<file path="src/rtl/pc_fetch_unit.sv">
// -----------------------------------------------------------------------------
// pc_fetch_unit
//
// Purpose:
//   Program-counter register and instruction-fetch sequencer. It fetches one
//   instruction at a time from instruction memory with a request/valid
//   handshake. Each instruction is held for an execute window, and then the PC
//   is advanced to the value chosen by the upstream branch select mux.
//
//   Sequence: IDLE -> ISSUE -> EXEC -> ISSUE -> ...
//   The unit enters HALTED when the halt word is fetched, or when a fetch
//   times out (only in the optional timeout build). It leaves HALTED only
//   through rst_n.
//
// Optional feature:
//   PC_FETCH_TIMEOUT_EN - when defined, a fetch that waits TIMEOUT_CYCLES
//   ISSUE cycles without ImemValid raises FetchErr and halts. When the macro
//   is undefined, no counter is built, FetchErr is tied low and ISSUE waits
//   indefinitely.
//
// Parameters:
//   RESET_PC        PC value loaded on reset.
//   HALT_WORD       instruction encoding that stops fetch permanently.
//   TIMEOUT_CYCLES  ISSUE cycles without ImemValid before a fetch error.
//
// Ports:
//   clk         in   1   rising-edge clock
//   rst_n       in   1   asynchronous active-low reset
//   NextPC      in  32   next PC from the branch select mux
//   Stall       in   1   hold the current instruction in EXEC
//   ImemValid   in   1   memory returned data for ImemAddr
//   ImemData    in  32   instruction word from memory
//   ImemReq     out  1   fetch request
//   ImemAddr    out 32   fetch address (always equal to PC)
//   PC          out 32   current program counter
//   PCplus4     out 32   PC + 4, 32-bit wrap
//   Instr       out 32   registered instruction
//   InstrValid  out  1   Instr valid for execution this cycle
//   Halted      out  1   sticky halt indication
//   AlignErr    out  1   sticky misaligned-NextPC indication
//   FetchErr    out  1   sticky fetch-timeout indication
// -----------------------------------------------------------------------------
module pc_fetch_unit #(
    parameter logic [31:0] RESET_PC       = 32'h0000_0000,
    parameter logic [31:0] HALT_WORD      = 32'hFFFF_FFFF,
    parameter int unsigned TIMEOUT_CYCLES = 16
) (
    input  logic        clk,
    input  logic        rst_n,
    input  logic [31:0] NextPC,
    input  logic        Stall,
    input  logic        ImemValid,
    input  logic [31:0] ImemData,
    output logic        ImemReq,
    output logic [31:0] ImemAddr,
    output logic [31:0] PC,
    output logic [31:0] PCplus4,
    output logic [31:0] Instr,
    output logic        InstrValid,
    output logic        Halted,
    output logic        AlignErr,
    output logic        FetchErr
);

    typedef enum logic [1:0] {
        ST_IDLE   = 2'd0,
        ST_ISSUE  = 2'd1,
        ST_EXEC   = 2'd2,
        ST_HALTED = 2'd3
    } state_t;

    state_t      state_q, state_d;

    logic [31:0] pc_q, pc_d;
    logic [31:0] instr_q, instr_d;
    logic        instr_valid_q, instr_valid_d;
    logic        halted_q, halted_d;
    logic        align_err_q, align_err_d;

    // The memory response is only meaningful while a request is outstanding.
    logic        fetch_done;
    logic        fetch_is_halt;
    // The EXEC window closes and the PC advances.
    logic        exec_advance;
    // The outstanding fetch has waited too long (always 0 without the feature).
    logic        timeout_hit;

    assign fetch_done    = (state_q == ST_ISSUE) && ImemValid;
    assign fetch_is_halt = (ImemData == HALT_WORD);
    assign exec_advance  = (state_q == ST_EXEC) && !Stall;

`ifdef PC_FETCH_TIMEOUT_EN
    // -------------------------------------------------------------------------
    // Fetch timeout counter
    // -------------------------------------------------------------------------
    localparam int unsigned CNT_W = $clog2(TIMEOUT_CYCLES + 1);

    logic [CNT_W-1:0] wait_cnt_q, wait_cnt_d;
    logic             fetch_err_q, fetch_err_d;

    // The counter is held at zero outside ISSUE. This gives the clear on every
    // entry to ISSUE, because ISSUE is only ever entered from IDLE or EXEC.
    always_comb begin
        wait_cnt_d = wait_cnt_q;
        if (state_q != ST_ISSUE) begin
            wait_cnt_d = '0;
        end else if (!ImemValid) begin
            wait_cnt_d = wait_cnt_q + 1'b1;
        end
    end

    // The timeout fires on the miss that would bring the count to
    // TIMEOUT_CYCLES. ImemValid in that same cycle takes priority, so the
    // fetch completes normally.
    assign timeout_hit = (state_q == ST_ISSUE) && !ImemValid &&
                         (wait_cnt_q == CNT_W'(TIMEOUT_CYCLES - 1));

    assign fetch_err_d = fetch_err_q | timeout_hit;

    always_ff @(posedge clk or negedge rst_n) begin
        if (!rst_n) begin
            wait_cnt_q  <= '0;
            fetch_err_q <= 1'b0;
        end else begin
            wait_cnt_q  <= wait_cnt_d;
            fetch_err_q <= fetch_err_d;
        end
    end

    assign FetchErr = fetch_err_q;
`else
    // Without the timeout feature, the fetch waits indefinitely for memory.
    localparam int unsigned unused_timeout_cycles = TIMEOUT_CYCLES;

    assign timeout_hit = 1'b0;
    assign FetchErr    = 1'b0;
`endif

    // -------------------------------------------------------------------------
    // FSM: state register
    // -------------------------------------------------------------------------
    always_ff @(posedge clk or negedge rst_n) begin
        if (!rst_n) begin
            state_q <= ST_IDLE;
        end else begin
            state_q <= state_d;
        end
    end

    // -------------------------------------------------------------------------
    // FSM: next-state logic
    // -------------------------------------------------------------------------
    always_comb begin
        state_d = state_q;
        unique case (state_q)
            ST_IDLE: begin
                state_d = ST_ISSUE;
            end
            ST_ISSUE: begin
                // Stall is deliberately ignored here; it only extends EXEC.
                if (ImemValid) begin
                    state_d = fetch_is_halt ? ST_HALTED : ST_EXEC;
                end else if (timeout_hit) begin
                    state_d = ST_HALTED;
                end
            end
            ST_EXEC: begin
                if (!Stall) begin
                    state_d = ST_ISSUE;
                end
            end
            ST_HALTED: begin
                state_d = ST_HALTED;
            end
            default: begin
                state_d = ST_IDLE;
            end
        endcase
    end

    // -------------------------------------------------------------------------
    // Datapath next-value logic
    // -------------------------------------------------------------------------
    always_comb begin
        pc_d          = pc_q;
        instr_d       = instr_q;
        align_err_d   = align_err_q;

        // The halt word is also captured, so Instr shows why fetch stopped.
        if (fetch_done) begin
            instr_d = ImemData;
        end

        // Low PC bits are forced to zero. A misaligned request is flagged but
        // does not stop the machine.
        if (exec_advance) begin
            pc_d = {NextPC[31:2], 2'b00};
            if (NextPC[1:0] != 2'b00) begin
                align_err_d = 1'b1;
            end
        end

        // InstrValid is registered from the next state, so it is high in
        // exactly the EXEC cycles with no combinational path from the inputs.
        instr_valid_d = (state_d == ST_EXEC);
        halted_d      = halted_q | (state_d == ST_HALTED);
    end

    always_ff @(posedge clk or negedge rst_n) begin
        if (!rst_n) begin
            pc_q          <= RESET_PC;
            instr_q       <= '0;
            instr_valid_q <= 1'b0;
            halted_q      <= 1'b0;
            align_err_q   <= 1'b0;
        end else begin
            pc_q          <= pc_d;
            instr_q       <= instr_d;
            instr_valid_q <= instr_valid_d;
            halted_q      <= halted_d;
            align_err_q   <= align_err_d;
        end
    end

    // -------------------------------------------------------------------------
    // FSM: output logic
    // -------------------------------------------------------------------------
    // The request is decoded from the state register alone. It stays stable
    // through memory wait cycles, and an asynchronous reset drops it at once.
    always_comb begin
        ImemReq = (state_q == ST_ISSUE);
    end

    assign ImemAddr   = pc_q;
    assign PC         = pc_q;
    assign PCplus4    = pc_q + 32'd4;
    assign Instr      = instr_q;
    assign InstrValid = instr_valid_q;
    assign Halted     = halted_q;
    assign AlignErr   = align_err_q;

endmodule

</file>
<file path="config.mk">
export PLATFORM = sky130hd
export DESIGN_NAME = pc_fetch_unit
export DESIGN_NICKNAME = d
export VERILOG_FILES = /design/src/rtl/pc_fetch_unit.sv
export SDC_FILE = /design/constraint.sdc
export NUM_CORES = 1
export LEC_CHECK = 0
export BUFFER_PORTS_ARGS = -buffer_cell sky130_fd_sc_hd__buf_2
export CAP_MARGIN = 20
export CORE_MARGIN = 3
export CORE_UTILIZATION = 47
export CTS_CLUSTER_DIAMETER = 80
export CTS_CLUSTER_SIZE = 24
export DETAILED_ROUTE_END_ITERATION = 12
export GPL_TIMING_DRIVEN = 0
export MAX_ROUTING_LAYER = met4
export PLACE_DENSITY = 0.95
export SETUP_SLACK_MARGIN = 0.5
export SYNTH_ARGS = -nofsm -noshare
export SYNTH_HDL_FRONTEND = slang
export SYNTH_SLANG_ARGS = --single-unit
</file>
<file path="constraint.sdc">
create_clock -name clk -period 2.4 [get_ports clk]
set_clock_uncertainty 0.15 [all_clocks]
set_input_delay 0.12 -clock clk [delete_from_list [all_inputs] [get_ports clk]]
set_output_delay 0.12 -clock clk [all_outputs]
set_load 0.03 [all_outputs]
</file>
==> flow_results.org, run 1 <==
** Logic synthesis
- Count of state elements after synthesis :: 67
- Synthesized cell area :: 0.00338 mm2
- The Yosys step of the flow raised 0 warnings.
- The largest total area in the synthesized netlist belongs to dfrtp_1.
- Of the synthesized area, sequential elements account for 0.496.
- Number of library cell types mapped by synthesis :: 30
- Of the post-synthesis cell area, the dominant cell type holds 0.496.
- In the post-synthesis netlist, the biggest area contributors are dfrtp_1 (50%), nand2_1 (12%), mux2_2 (9.3%).
- Synthesis produced 344 cells.
- After synthesis, the mean cell area works out to 9.83 um2.

** Timing
- Worst_ep kind :: top-level output
- Post-GRT worst EP :: PCplus4[28]

** Die
- 201 I/O pins were placed.
- From bottom edge to top edge, the die measures a little over 90 um.
- Die width :: 90.8 um
- Initial Util :: 0.492
- In this run the core area contains 30 standard-cell rows.

** Clock network
- Counting along the longest clock path gives a buffer depth of 2.
- Clock buffer count from CTS :: 9
- CTS HTree Levels :: 3
- Clock tree synthesis found a total of 67 sinks.
- The cell sitting at the root of the clock tree is a clkbuf_8.

** Place
- Total half-perimeter wirelength after legalization and detailed placement :: about 7700 um
- In this run, placement finished with an instance count of 639.
- During placement, the flow inserted port buffers numbering 193.
- Final weighted congestion in routability-driven placement :: 0.865

** Global route
- GRT Total Usage :: 0.904
- Largest net degree at the start of global routing :: approximately 70
- Global routing finished with a remaining overflow of roughly 300.
- The number of antenna violations at the first check in global routing was 3.

** Outcome
- The run stopped with a tool error.
- Failed at :: 5_1_grt
- Error :: [ERROR GRT-0232] Routing congestion too high. Check the congestion heatmap in the GUI.
## metrics by stage
stage	hold WS, ps	area (um2)	setup WS, ps
floorplan	-326	3680	430
CTS	300	6300	175
detailed placement	133	4770	118
global placement	176	4770	180
## routing by layer
layer	GRT overflow	global-route usage
met1	5	0.840
met3	1	0.736
met5	-	-
met4	106	0.984
met2	189	1.06
## synth_stat cells
cell type	instances
a21oi_1	1
a22o_1	1
a22oi_1	1
and3_1	3
and3_2	1
and4_1	2
and4_2	1
buf_2	2
buf_4	39
clkbuf_1	7
conb_1	1
dfrtp_1	67
ha_1	1
inv_1	2
mux2_2	28
nand2_1	108
nand2b_1	1
nand3_1	11
nand4_1	16
nand4_2	2
nor2_1	7
nor2b_1	3
nor3_1	1
nor3_2	1
nor4_1	2
nor4_4	1
o21ai_0	5
or2_2	1
xnor2_1	20
xor2_1	8
## cells by family after synthesis
| family | count (synthesis) | synth area share |
|---|---|---|
| buffers and inverters | 50 | 0.0995 |
| muxes | 28 | 0.0932 |
| and+or+nand+nor | 161 | 0.221 |
| DFF | 67 | 0.496 |
| other | 1 | 0.00111 |
| AOI/OAI and AO/OA | 8 | 0.0137 |
| xor gates and xnor gates | 28 | 0.0725 |
| adders and majority gates | 1 | 0.00370 |
## timing repair
item | CTS
endpoints found under the hold margin | 134
hold buffers | 67
pin swaps | 25
buffers inserted | 42
endpoints found under the setup margin | 24
gates resized for setup | 79
==> inputs of run 2 (changes only) <==
==> config.mk (replaced) <==
export PLATFORM = sky130hd
export DESIGN_NAME = pc_fetch_unit
export DESIGN_NICKNAME = d
export VERILOG_FILES = /design/src/rtl/pc_fetch_unit.sv
export SDC_FILE = /design/constraint.sdc
export NUM_CORES = 1
export LEC_CHECK = 0
export BUFFER_PORTS_ARGS = -buffer_cell sky130_fd_sc_hd__buf_2
export CAP_MARGIN = 20
export CORE_MARGIN = 3
export CORE_UTILIZATION = 40
export DETAILED_ROUTE_END_ITERATION = 12
export GPL_TIMING_DRIVEN = 0
export PLACE_DENSITY_LB_ADDON = 0.15
export SYNTH_ARGS = -nofsm -noshare
export SYNTH_HDL_FRONTEND = slang
export SYNTH_SLANG_ARGS = --single-unit
==> flow_results.org, run 2 <==
** Timing
- Max Clk Rate :: 0.427 GHz
- In the final timing run, aggregate negative setup slack is 0 ps.
- Minimum hold slack :: 279 ps
- Period utilisation layout :: 0.975
- Final min period :: approximately 2300 ps
- Slew at the pin with the worst max-slew slack :: 842 ps
- RSZ-0062 raised after global routing :: yes
- Headroom to the max-slew limit came out at 0.438.
- Number of max-slew violations in the final report :: 0
- Final hold violation count :: 0
- Final setup viols :: 0

** Die
- The total area inside the core boundary comes to about 0.008 mm2.
- Die area :: 0.00959 mm2
- From bottom edge to top edge, the die measures 98.0 um.
- # rows :: 32
- Die width :: 98.0 um
- Initial Util :: 0.424
- between 200 and 250 I/O pins were placed.

** Global route
- GRT overflow :: 0
- Entering global routing, the biggest net connects 68 pins.
- The via count of the first global-routing pass was 3439.
- The first global-routing pass estimated 17000 um of wire.
- GRT Total Usage :: 0.217
- The number of antenna violations at the first check in global routing was 0.

** Power
- Cell internal power was estimated by the tool at 3650 uW.
- Switching Power :: 3950 uW
- Comb pwr share :: 0.583
- Maximum VDD drop :: 681 uV
- Of the total power, the clock network draws 0.120.
- The analysis attributes to cell leakage a power of about 0.0029 uW.
- Of the total power, the share spent switching nets is 0.520.
- Relative contribution of sequential cells to total power :: 0.297
- Power spread over the standard cell area amounts to about 1400 mW/mm2.

** Layout
- The net count of the finished layout is 692.
- Leaving out filler cells and counting taps, the final layout contains 729.
- For this run, the share of the core covered by cells in the final layout is 0.680.
- After filler insertion, the fill cell instance count of the layout stands at 635.
- The number of antenna diodes in the final layout is 0.
- Number of flip-flops in the largest register :: 32
- Commonest cells after routing, fill and taps aside :: buf_2 (194), nand2_1 (108), dlygate4sd3_1 (67)
- Of the cells placed in the final design, the portion with a size suffix greater than 1 is 0.470.
- Leading cell type in the layout, fill and taps excluded :: buf_2
- Post-synthesis to final-layout area growth :: 60.1%

** Critical path
- Among cell families on the critical path, the largest total delay comes from simple AND/OR/NAND/NOR gates.
- CP peak stage delay :: around 420 ps
- Worst-path maximum fanout :: 6
- Together, buffers and inverters on the worst path number 1.
- Sort of element at the end of the critical path :: output port
- Among all stages on the critical path, the largest delay is contributed by dfrtp_2.
- STA classifies the critical path startpoint as a flop.
- Data arrival, critical path :: 2070 ps
- The critical path goes through ha_1, nand3_2, nor3_4, and3_2, xor2_1, buf_2.
- The worst setup path is of the flop to output port kind.
- At the worst endpoint, the required time is 2130 ps.

** Clock network
- Longest Clk Path Bufs :: 2
- At the later pin of the worst-skew pair, clock insertion delay measures between 300 and 400 ps.
- Clock tree from TritonCTS :: built
- CTS HTree Levels :: 3
- Clock tree root buffer cell :: clkbuf_8
- Clk sink count :: 67
- Reg clk slew, reported paths :: 80 ps
- Clock buffer count from CTS :: 9

** Logic synthesis
- Share of the synthesized area in the top cell type :: 0.496
- Instance count of the mapped netlist :: about 340
- Synthesized cell area :: roughly 0.0034 mm2
- Mapped Avg Cell Area :: 9.83 um2
- Number of library cell types mapped by synthesis :: 30
- Ranked by instance count, the synthesized netlist is headed by nand2_1 (108), dfrtp_1 (67), buf_4 (39).
- dfrtp_1 takes more of the synthesized area than any other cell.
- Count of flip-flops with a built-in enable after synthesis :: 0
- The share of the Yosys chip area taken by registers is 0.496.
- Among all cell types in the netlist, the one instantiated most often is nand2_1.
- Async set-reset flop share out of synthesis :: 1.00
- Biggest area contributors in the synthesized netlist :: dfrtp_1 (50%), nand2_1 (12%), mux2_2 (9.3%)
- In the synthesized netlist the dominant register cell turns out to be dfrtp_1.
- During synthesis, Yosys emitted a total of 0 warnings.
- Counting flops and latches in the post-synthesis netlist gives 67.

** Place
- At the end of routability-driven placement, the weighted congestion stood at 0.768.
- The number of placed instances, taps included, is 645.
- Buffers placed on the I/O ports in this run total between 150 and 200.
- Once detailed placement completed, the half-perimeter wirelength came to 7120 um.

** Drt
- Remaining antenna violation count :: 0
- For this run, the detailed router's first-pass iteration total came to 4.
- Detail-routed net length per standard cell :: approximately 14 um
- Aggregate routed wire length :: 10400 um
- The detailed router finished its first iteration with 110 violations.
- In the routed layout, each cell is associated on average with a via count of 4.78.
- Total number of vias :: 3485
- Post-route DRC :: 0

** Job
- Max-cap check violation count :: 0

** Outcome
- Outcome :: complete, no violations

** Worst hold path
- The tightest min-delay check is of the input pin to async pin type.
run 2: path summary, 6_finish.rpt:
kind                                  start  cells past startpoint  slack (ps)      endpoint
worst max register to register   state_q[1]                      6         450      AlignErr
min in group clk                   Instr[5]                      2         320      Instr[5]
worst min register to register     Instr[5]                      2         320      Instr[5]
worst min-delay path                  rst_n                      2         280     Instr[20]
max in group asynchronous             rst_n                      2        1220  ImemAddr[12]
worst max-delay path            ImemAddr[2]                      6          60   PCplus4[16]
run 2: per-stage QoR:
step,worst slack (ps),instance area (um2),total power (uW)
2_1_floorplan,151,3400,5270
3_3_place_gp,231,4500,6510
3_5_place_dp,218,4500,6580
4_1_cts,-75.2,5380,7590
5_1_grt,-70.3,5420,8020
6_report,59.4,5420,7600
run 2: final cells by class:
type                       count  area, um2  share of cell area
buffer                        48        329              0.0608
clock buffer                  10        138              0.0254
clock inverter                 5       53.8             0.00994
inverter                       2       7.51             0.00139
multi-input combinational    233       1420               0.263
sequential                    67       1680               0.311
tap                          102        128              0.0236
timing repair buffer         262       1650               0.305
run 2: timing repair:
action                                  in CTS  in global routing
endpoints found under the hold margin      134                  0
hold buffers                                67                  0
pin swaps                                    1                  2
resized for setup                            3                  9
buffers inserted                             1                  1
endpoints found under the setup margin      15                 14
run 2: kinds of logic (layout without fill, tap and decap cells):
| kind of cell | Yosys count | count (layout) | synth area share |
|---|---|---|---|
| fa+ha+maj | 1 | 1 | 0.00370 |
| xor+xnor | 28 | 28 | 0.0725 |
| simple gates | 161 | 161 | 0.221 |
| compound gates | 8 | 8 | 0.0137 |
| mux | 28 | 28 | 0.0932 |
| other cells | 1 | 7 | 0.00111 |
| flops | 67 | 67 | 0.496 |
| buf+inv | 50 | 327 | 0.0995 |
run 2: power groups by stage:
stage	registers (uW)	logic [uW]	clock network [uW]
detailed placement	2230	4350	0
CTS	2230	4430	941
finish	2250	4430	913
floorplan	3200	2070	0
global route	2350	4680	984
global placement	2210	4300	0
run 2: layer usage:
layer / vias to the layer above / global-route usage / wire [um]
met3: 14 / 0.0457 / 761
met2: 158 / 0.394 / 5450
li1: 1651 / - / -
met5: - / 0 / 0
met1: 1662 / 0.247 / 4000
met4: 0 / 0.0863 / 187
No activity file was read; power rests on OpenSTA's default activity.
==> inputs of run 3 (changes only) <==
==> constraint.sdc (replaced) <==
create_clock -name clk -period 2.4 [get_ports clk]
set_clock_uncertainty 0.15 [all_clocks]
set_input_delay 0 -clock clk [delete_from_list [all_inputs] [get_ports clk]]
set_output_delay 0 -clock clk [all_outputs]
set_load 0.03 [all_outputs]
==> flow_results.org, run 3 (same netlist as run 2, synthesis figures left out) <==
** Outcome
- The run finished with clean final reports.

** Drt
- In this run, the number of DRC markers left after iteration 0 of detailed routing was 96.
- For this run, design rule violations remaining after detail routing come to 0.
- Aggregate routed wire length :: 10400 um
- Detail-routed net length per standard cell :: 14.3 um
- The detail route stage leaves a number of antenna-violating nets equal to 0.
- For this run, the detailed router's first-pass iteration total came to 4.
- For this block, the via count after detailed routing is 3470.
- Avg Vias per Cell :: 4.77

** Die
- The floorplan step set the die height to 98.0 um.
- # rows :: 32
- For this configuration, the core starts out at a cell density of 0.424.
- The floorplan step set the die width to 98.0 um.
- Core Region :: ~0.008 mm2
- Top-level I/O count :: 201
- The die covers 0.00959 mm2.

** Place
- Port Buf Inserts :: 193
- Count of placed standard cells including taps :: 645
- Total half-perimeter wirelength after legalization and detailed placement :: 7120 um
- Final weighted congestion in routability-driven placement :: about 0.77
- Post-placement setup slack :: 338 ps

** Layout
- # fillers :: 637
- Number of diodes added for antenna fixing :: 0
- In the layout the commonest cells are buf_2 (194), nand2_1 (108), dfrtp_1 (67), dlygate4sd3_1 (67), buf_4 (41).
- Number of flip-flops in the largest register :: 32
- Final instance count without filler cells :: 728
- The final layout contains 691 nets.
- The library cell used most frequently in the layout, excluding fill and tap cells, is buf_2.
- Layout cell share with drive strength beyond 1 :: 0.462
- At the end of the flow the core is filled with cells to 0.677.
- Compared with the post-synthesis result, the final layout area differs by 59.4%.

** Clock network
- Clock tree from TritonCTS :: built
- Clock tree root buffer cell :: clkbuf_8
- Clock buffer count from CTS :: 9
- Clk_lat worst skew :: 330 ps
- The clock passes through at most 2 buffers.
- Clock-pin slew was measured on the worst setup and hold paths at about 70 ps.
- The H-tree was split into 3 levels.
- Clk sink count :: between 60 and 70

** Power
- Across the VDD grid, the largest voltage drop is 681 uV.
- Overall power of the completed layout :: 7580 uW
- For this design the static power due to leakage is around 0.0029 uW.
- Power density over the cells :: between 1000 and 1500 mW/mm2

** Timing
- RSZ-0062 raised after global routing :: yes
- Measured against its own limit, the worst slew margin works out to 0.426.
- Based on the critical path, the design can be clocked at up to around 0.44 GHz.
- Slew at the pin with the worst max-slew slack :: 860 ps
- The final count of hold timing violations is 0.
- Setup violations remaining at the end of the flow were counted as 0.
- Post-layout worst setup margin :: 132 ps
- The smallest clock period supported by the final layout is computed as ~2300 ps.
- Number of max-slew violations in the final report :: 0
- Period utilisation layout :: 0.945

** Global route
- GRT Total Usage :: 0.217
- Initial antenna violation count :: 0
- Entering global routing, the biggest net connects 68 pins.
- The via count of the first global-routing pass came to 3434.
- Global-route wire length before repair :: 17000 um
- Global routing finished with a remaining overflow of 0.

** Critical path
- For the worst setup path, the data arrival time is around 2100 ps.
- In this run the register-to-register setup slack is 430 ps.
- The most critical setup path has its startpoint at ImemAddr[7].
- The critical path ends at PCplus4[13].
- Along the worst path, the maximum fanout reaches 7.
- Length in cells of the worst reg-to-reg path :: 6
- STA classifies the critical path endpoint as an output port.
- The worst register-to-register path begins at state_q[1].
- Category of the most critical setup path :: flop to output port
- For the worst setup path, the data required time is approximately 2300 ps.
- Worst setup SP type :: flop
- Capture instance of the worst register-to-register path :: AlignErr

** Job
- Max-cap violations in this run came to 0.

** Worst hold path
- The path class of the tightest hold or removal check is input pin to async pin.
## run 3: how the worst min path moves through the flow
stage,from,cells past startpoint,end,slack (ps)
2_1_floorplan,rst_n,0,AlignErr,-450
3_3_place_gp,NextPC[6],3,ImemAddr[6],50
3_5_place_dp,rst_n,1,Instr[20],20
4_1_cts,rst_n,2,Instr[20],190
5_1_grt,rst_n,2,Instr[20],250
6_report,rst_n,2,Instr[20],140
## run 3: stage by stage
step | setup TNS, ps | area (um2) | hold WS (ps)
2_1_floorplan | 0 | 3400 | -446
3_3_place_gp | 0 | 4500 | 54.4
3_5_place_dp | 0 | 4500 | 15.4
4_1_cts | 0 | 5370 | 187
5_1_grt | -31.4 | 5390 | 247
6_report | 0 | 5390 | 137
## run 3: cell type report
class                   count  area, um2  share of cell area
plain buffers              48        329              0.0610
clock buffers              10        138              0.0255
clock inverters             5       53.8             0.00998
flip-flops and latches     67       1680               0.311
well taps                 102        128              0.0237
repair buffers            261       1650               0.305
multi-input cells         233       1410               0.262
inverters                   2       7.51             0.00139
## run 3: repair_timing
item | CTS | global route
hold buffers | 67 | 0
gates resized for setup | 1 | 4
endpoints found under the setup margin | 3 | 18
setup buffers | 0 | 1
gates cloned | 0 | 0
pin swaps | 0 | 2
hold endpoints to repair | 134 | 0
## run 3: critical path: stages (launching register included)
cell,delay (ps)
dfrtp_1,470
nand4_1,320
nor2_2,380
nand4_1,180
xnor2_1,210
buf_2,230
## run 3: routing by layer
layer / part of all wire / GRT usage / up-vias
met3: 0.073 / 0.0450 / 22
met4: 0.022 / 0.0863 / 0
met2: 0.52 / 0.394 / 158
met1: 0.38 / 0.248 / 1639
met5: 0 / 0 / -
li1: - / - / 1651
## run 3: report_power, final
part / switching [uW] / leakage, uW / internal, uW
clock network: 416 / 0.000102 / 499
registers: 598 / 0.000832 / 1650
logic: 2940 / 0.00200 / 1490
total: 3950 / 0.00294 / 3630
